## src/rtl/addr_qual_arbiter.sv

```systemverilog
// Two-requester address qualifier: a round-robin arbiter feeds one registered
// compare, results return on a valid/ready channel with saturating hit/miss stats.
module addr_qual_arbiter #(
   parameter int         AW          = 25,
   parameter logic [9:0] LIMIT_A_RST = 10'h055,
   parameter logic [9:0] LIMIT_B_RST = 10'h04C,
   parameter int         CW          = 16
) (
   input  logic          i_clk,
   input  logic          i_rst_n,
   input  logic          i_req_a,
   input  logic [AW-1:0] i_addr_a,
   input  logic          i_en_a,
   output logic          o_gnt_a,
   input  logic          i_req_b,
   input  logic [AW-1:0] i_addr_b,
   input  logic          i_en_b,
   output logic          o_gnt_b,
   output logic          o_rsp_valid,
   output logic          o_rsp_id,
   output logic          o_rsp_hit,
   input  logic          i_rsp_ready,
   input  logic          i_cfg_we,
   input  logic          i_cfg_sel,
   input  logic [9:0]    i_cfg_limit,
   input  logic          i_cnt_clr,
   output logic [CW-1:0] o_hit_cnt,
   output logic [CW-1:0] o_miss_cnt,
   output logic          o_busy
);

   typedef enum logic [1:0] {
      ST_IDLE  = 2'd0,
      ST_CHECK = 2'd1,
      ST_RESP  = 2'd2
   } state_t;

   localparam logic [CW-1:0] CNT_ONE = {{(CW-1){1'b0}}, 1'b1};

   state_t r_state;
   state_t w_state_next;

   logic w_capture;
   logic w_load_rsp;
   logic w_accept;
   logic w_pick_b;
   logic w_hit;

   logic               r_rr_ptr;
   logic [AW-14:0]     r_upper_q;
   logic [9:0]         r_index_q;
   logic               r_en_q;
   logic [9:0]         r_limit_q;
   logic               r_id_q;
   logic               r_gnt_a;
   logic               r_gnt_b;
   logic               r_rsp_valid;
   logic               r_rsp_id;
   logic               r_rsp_hit;

   logic [1:0][9:0]    w_limit;
   logic [1:0][CW-1:0] w_cnt;
   logic [AW-1:0]      w_addr_sel;

   // Bits [12:10] sit between the upper and index fields and never affect the result.
   logic w_unused;
   assign w_unused = ^{i_addr_a[12:10], i_addr_b[12:10]};

   // B wins only when A is absent, or when both ask and the pointer favours B.
   assign w_pick_b   = i_req_b & (~i_req_a | r_rr_ptr);
   assign w_addr_sel = w_pick_b ? i_addr_b : i_addr_a;

   assign w_hit = r_en_q & (r_upper_q == '0) & (r_index_q >= r_limit_q);

   always_ff @(posedge i_clk or negedge i_rst_n) begin
      if (!i_rst_n) begin
         r_state <= ST_IDLE;
      end else begin
         r_state <= w_state_next;
      end
   end

   always_comb begin
      w_state_next = r_state;
      w_capture    = 1'b0;
      w_load_rsp   = 1'b0;
      w_accept     = 1'b0;
      case (r_state)
         ST_IDLE: begin
            if (i_req_a | i_req_b) begin
               w_capture    = 1'b1;
               w_state_next = ST_CHECK;
            end
         end
         ST_CHECK: begin
            w_load_rsp   = 1'b1;
            w_state_next = ST_RESP;
         end
         ST_RESP: begin
            if (i_rsp_ready) begin
               w_accept     = 1'b1;
               w_state_next = ST_IDLE;
            end
         end
         default: w_state_next = ST_IDLE;
      endcase
   end

   always_ff @(posedge i_clk or negedge i_rst_n) begin
      if (!i_rst_n) begin
         r_rr_ptr    <= 1'b0;
         r_upper_q   <= '0;
         r_index_q   <= '0;
         r_en_q      <= 1'b0;
         r_limit_q   <= '0;
         r_id_q      <= 1'b0;
         r_gnt_a     <= 1'b0;
         r_gnt_b     <= 1'b0;
         r_rsp_valid <= 1'b0;
         r_rsp_id    <= 1'b0;
         r_rsp_hit   <= 1'b0;
      end else begin
         r_gnt_a <= w_capture & ~w_pick_b;
         r_gnt_b <= w_capture & w_pick_b;
         // The limit array still holds its pre-write value at this edge.
         if (w_capture) begin
            r_upper_q <= w_addr_sel[AW-1:13];
            r_index_q <= w_addr_sel[9:0];
            r_en_q    <= w_pick_b ? i_en_b : i_en_a;
            r_limit_q <= w_limit[w_pick_b];
            r_id_q    <= w_pick_b;
         end
         if (w_load_rsp) begin
            r_rsp_valid <= 1'b1;
            r_rsp_id    <= r_id_q;
            r_rsp_hit   <= w_hit;
         end else if (w_accept) begin
            r_rsp_valid <= 1'b0;
            r_rr_ptr    <= ~r_id_q;
         end
      end
   end

   genvar gi;
   generate
      for (gi = 0; gi < 2; gi++) begin : g_limit
         localparam logic [9:0] LIM_RST = (gi == 0) ? LIMIT_A_RST : LIMIT_B_RST;
         logic [9:0] r_lim;
         always_ff @(posedge i_clk or negedge i_rst_n) begin
            if (!i_rst_n) begin
               r_lim <= LIM_RST;
            end else if (i_cfg_we && (i_cfg_sel == 1'(gi))) begin
               r_lim <= i_cfg_limit;
            end
         end
         assign w_limit[gi] = r_lim;
      end

      // Counter 0 tallies hits, counter 1 tallies misses.
      for (gi = 0; gi < 2; gi++) begin : g_cnt
         logic          w_inc;
         logic [CW-1:0] r_cnt;
         assign w_inc = w_accept & ((gi == 0) ? r_rsp_hit : ~r_rsp_hit);
         always_ff @(posedge i_clk or negedge i_rst_n) begin
            if (!i_rst_n) begin
               r_cnt <= '0;
            end else if (i_cnt_clr) begin
               r_cnt <= '0;
            end else if (w_inc && (r_cnt != '1)) begin
               r_cnt <= r_cnt + CNT_ONE;
            end
         end
         assign w_cnt[gi] = r_cnt;
      end
   endgenerate

   assign o_gnt_a     = r_gnt_a;
   assign o_gnt_b     = r_gnt_b;
   assign o_rsp_valid = r_rsp_valid;
   assign o_rsp_id    = r_rsp_id;
   assign o_rsp_hit   = r_rsp_hit;
   assign o_hit_cnt   = w_cnt[0];
   assign o_miss_cnt  = w_cnt[1];
   assign o_busy      = (r_state != ST_IDLE);

endmodule

```

## config.mk

```make
export PLATFORM = sky130hd
export DESIGN_NAME = addr_qual_arbiter
export DESIGN_NICKNAME = d
export VERILOG_FILES = /design/src/rtl/addr_qual_arbiter.sv
export SDC_FILE = /design/constraint.sdc
export NUM_CORES = 1
export LEC_CHECK = 0
export BUFFER_PORTS_ARGS = -buffer_cell sky130_fd_sc_hd__buf_2
export CAP_MARGIN = 10
export CORE_AREA = 5 5 75 146
export DETAILED_ROUTE_END_ITERATION = 6
export DIE_AREA = 0 0 80 151
export PLACE_DENSITY_LB_ADDON = 0.1
export SLEW_MARGIN = 25
export SYNTH_ARGS = -nofsm -noshare
export SYNTH_HDL_FRONTEND = slang
export SYNTH_SLANG_ARGS = --single-unit
```

## constraint.sdc

```tcl
create_clock -name i_clk -period 1.78 [get_ports i_clk]
set_input_delay 0.445 -clock i_clk [delete_from_list [all_inputs] [get_ports i_clk]]
set_output_delay 0.445 -clock i_clk [all_outputs]
set_load 0.01 [all_outputs]
```

==> Implementation_results.wiki <==
{| class="wikitable"
! Metric !! Value
|-
| Run status || finished clean
|-
| Cell types with the largest area share after synthesis || dfrtp_1 48%, a222oi_1 7.3%, mux2_2 5.2%
|-
| Grt total ovfl || 0
|-
| Fmax || 586.9 MHz
|-
| Weighted congestion reported at the end of routability-driven placement || 0.7921
|-
| Fraction of layout cells with a size suffix above 1 || 37.83%
|-
| Number of cells on the critical path || 5
|-
| Max-slew violation count || 0
|-
| Data required time at the worst endpoint || 2050 ps
|-
| Ratio of final minimum period to clock period || 95.72%
|-
| Share of synthesized registers carrying an async set or reset || 100.0%
|-
| Most used flip-flop cell after synthesis || dfrtp_1
|-
| CP Launch Point || r_state[0]
|-
| Post-route setup TNS || 0 ps
|-
| CTS H-tree depth || 3
|-
| Setup slack of the worst register-to-register path || roughly 76 ps
|-
| Detail-routed net length per standard cell || about 17 um
|-
| Post-synth net total || 503
|-
| Final Routed Wirelength || 11.52 mm
|-
| Class of the most critical setup path || flop to flop
|-
| # rows || 51
|-
| Drt drc || 0
|-
| Final ANT Viol Nets || 0
|-
| Category of the worst setup path capture point || flop
|-
| # placed instances || 678
|-
| Clock tree from TritonCTS || done
|-
| Setup violations, final || 0
|-
| Number of global-route vias before repair || 3924
|-
| CP Launch Type || flop
|-
| Number of warning messages in the yosys log || 0
|-
| Netlist area before placement || 4532 sq um
|-
| Worst reg2reg path startpoint || r_state[0]
|-
| Vertical extent of the die || 151 um
|-
| Pwr Density || 1186 nW/um^2
|-
| Count of cells along the worst register-to-register path || 5
|-
| Total buffers and inverters traversed by the critical path || 1
|-
| CP max stage delay || 450 ps
|-
| Top-count cell post-synth || dfrtp_1
|-
| TritonRoute pass-1 iters || 6
|-
| Synth Area per Inst || 10.76 sq um
|-
| Floorplan die width || 80 um
|-
| Cell family with most CP delay || simple AND/OR/NAND/NOR gates
|-
| Overall fraction of global-route tracks in use || around a fifth
|-
| Arrival time worst endpoint || a little under 2000 ps
|-
| Synth top area share || 48.04%
|-
| Cell type of the slowest stage on the worst timing path || or4_4
|-
| Synthesis-stage register bit count || 94
|-
| Maximum number of pins on one net before global-route repair || 30
|-
| Largest fanout on the critical path || 8
|-
| Reported max-cap violation count || 0
|-
| Number of distinct library cell variants in the gate-level netlist after synthesis || 53
|-
| Worst max-slew margin expressed relative to the limit || 66.29%
|-
| Std-Cell Core Area || between 9000 and 10000 sq um
|-
| Initial detailed-routing violation count || 202
|-
| Critical Path End || o_miss_cnt[9]
|-
| Worst-skew pair later-pin latency || 340 ps
|-
| Leakage || 2.878 nW
|-
| PortBufs || 101
|-
| Hold Vio Cnt, Final || 0
|-
| Number of buffers inserted during clock tree synthesis || 9
|-
| Net count of the finished layout || 640
|-
| Initial standard-cell utilization of the core || 46.72%
|-
| Estimated wirelength of the detail-placed design || just under 9 mm
|-
| Reg2Reg Capture Point || o_miss_cnt[9]
|-
| TritonCTS sink count || 94
|-
| Antenna diode count || 0
|-
| Vias per inst || between 5 and 6
|-
| RSZ-0062 raised after global routing || true
|-
| Setup skew after layout || ~5.3 ps
|-
| Buffer cell driving the clock tree root || clkbuf_16
|-
| Number of cells produced by synthesis || 421
|-
| Minimum clock period || 1704 ps
|-
| Largest area contributor in the synthesized netlist || dfrtp_1
|-
| Cell-by-cell listing of the critical path || buf_6, and4bb_4, nand4_4, or4_4, a21oi_2
|-
| Antenna violations before repair || 0
|-
| Number of enable flip-flop cells after synthesis || 0
|-
| Number of buffers between clock root and the deepest sink || 2
|-
| Final Instance Count excl. Fillers || 695
|-
| Die outline area || 12080 sq um
|-
| Boundary pin count || 108
|-
| Area delta synth->final || 29.49%
|-
| Wire length of the first global-routing pass || 18.55 mm
|-
| Synth cell count leaders || 87 x dfrtp_1, 49 x inv_1, 33 x a222oi_1
|-
| Largest vdd supply drop || 0.0008960 V
|-
| Transition time of the tightest slew-check pin || 505.7 ps
|-
| Proportion of synthesized chip area in sequential cells || 52.10%
|-
| Vias post-DR || 3858
|-
| Clock edge transition at the registers on the reported setup and hold paths || approximately 70 ps
|-
| Path class of the lowest-slack min-delay path || input pin to asynchronous set/reset pin
|}
## cell families (layout without fill, tap and decap cells)
| group | after synthesis | after routing | synth area share, % |
|---|---|---|---|
| AND/OR/NAND/NOR | 114 | 114 | 15.99 |
| AO/OA/AOI/OAI | 106 | 106 | 16.79 |
| flip-flops | 94 | 94 | 52.10 |
| buffers and inverters | 72 | 214 | 6.157 |
| multiplexers | 22 | 22 | 5.467 |
| adder cells (fa/ha/maj) | 12 | 12 | 3.313 |
| XOR/XNOR | 1 | 1 | 0.1933 |
## how the worst min path moves through the flow
stage	startpoint	end	slack, ps	depth (start not counted)
after CTS	i_rst_n	o_miss_cnt[5]	50	1
after global routing	i_rst_n	o_miss_cnt[4]	70	1
after floorplan	i_rst_n	g_limit[0].r_lim[1]	150	0
final	i_rst_n	o_miss_cnt[5]	40	1
after detailed placement	i_rst_n	o_miss_cnt[5]	420	1
after global placement	i_rst_n	o_miss_cnt[5]	420	1
## metal layers
metal / part of all wire (%) / vias to the layer above / track usage (%) / wire (um)
met5: 0 / - / 0 / 0
met1: 38 / 1902 / 21.18 / 4332
met4: 1.4 / 0 / 8.037 / 156
met2: 58 / 75 / 37.83 / 6653
li1: - / 1873 / - / -
met3: 3.3 / 8 / 2.798 / 378
## cells in the final DEF, fill, tap and decap left out, types with 5 or more instances in the layout
cell type / count
buf_2: 100
dfrtp_1: 86
inv_1: 49
buf_4: 43
a222oi_1: 33
a21oi_1: 29
mux2_2: 21
o21ai_0: 18
or3_1: 17
nand2_1: 14
nand3_1: 14
nand4_1: 11
ha_1: 11
o31ai_1: 9
clkbuf_16: 9
dfstp_2: 7
and3_1: 6
and4_1: 5
nor2_1: 5
nor4_1: 5
buf_12: 5
## worst register-to-register path: stages (launching register included)
cell	delay, ps
dfrtp_1	400
buf_6	150
and4bb_4	350
nand4_4	140
or4_4	450
a21oi_2	150
## stage by stage
step	util [%]	area (sq um)	total power [mW]	hold WS [ps]	worst slack (ps)
after floorplan	-	4532	4.389	149.4	6.168
after global placement	57.00	5529	5.138	418.2	-157.5
after detailed placement	57.00	5529	5.221	419.6	-161.9
after CTS	60.06	5826	7.032	47.54	6.471
after global routing	60.50	5868	7.440	68.32	-5.042
final	60.50	5868	6.961	39.21	76.14
## final cells by class
| class | instances | area, sq um |
|---|---|---|
| fillers | 877 | 3831 |
| clock buffers | 9 | 225.2 |
| clock inverters | 7 | 48.80 |
| repair buffers | 149 | 934.6 |
| inverters | 49 | 183.9 |
| multi-input cells | 255 | 1948 |
| flip-flops and latches | 94 | 2362 |
| well taps | 132 | 165.2 |
## registers in the layout, summed over array words and instances, names as in the netlist
signal	flops
g_limit.r_lim	20
o_gnt_a	1
o_gnt_b	1
o_hit_cnt	16
o_miss_cnt	16
o_rsp_hit	1
o_rsp_id	1
o_rsp_valid	1
r_en_q	1
r_id_q	1
r_index_q	10
r_limit_q	10
r_rr_ptr	1
r_state	2
r_upper_q	12
## where the power goes
part           internal (mW)  switching [mW]
Clock                  0.952           0.827
Sequential              2.68           0.333
Combinational           1.07            1.10
Total                   4.70            2.26
## timing repair
| action | 4_1_cts | 5_1_grt |
|---|---|---|
| hold buffers | 0 | 0 |
| buffers inserted | 0 | 1 |
| pin swaps | 1 | 1 |
| resized for setup | 5 | 12 |
| setup endpoints to repair | 7 | 15 |
Power figures use the tool's default switching activity.
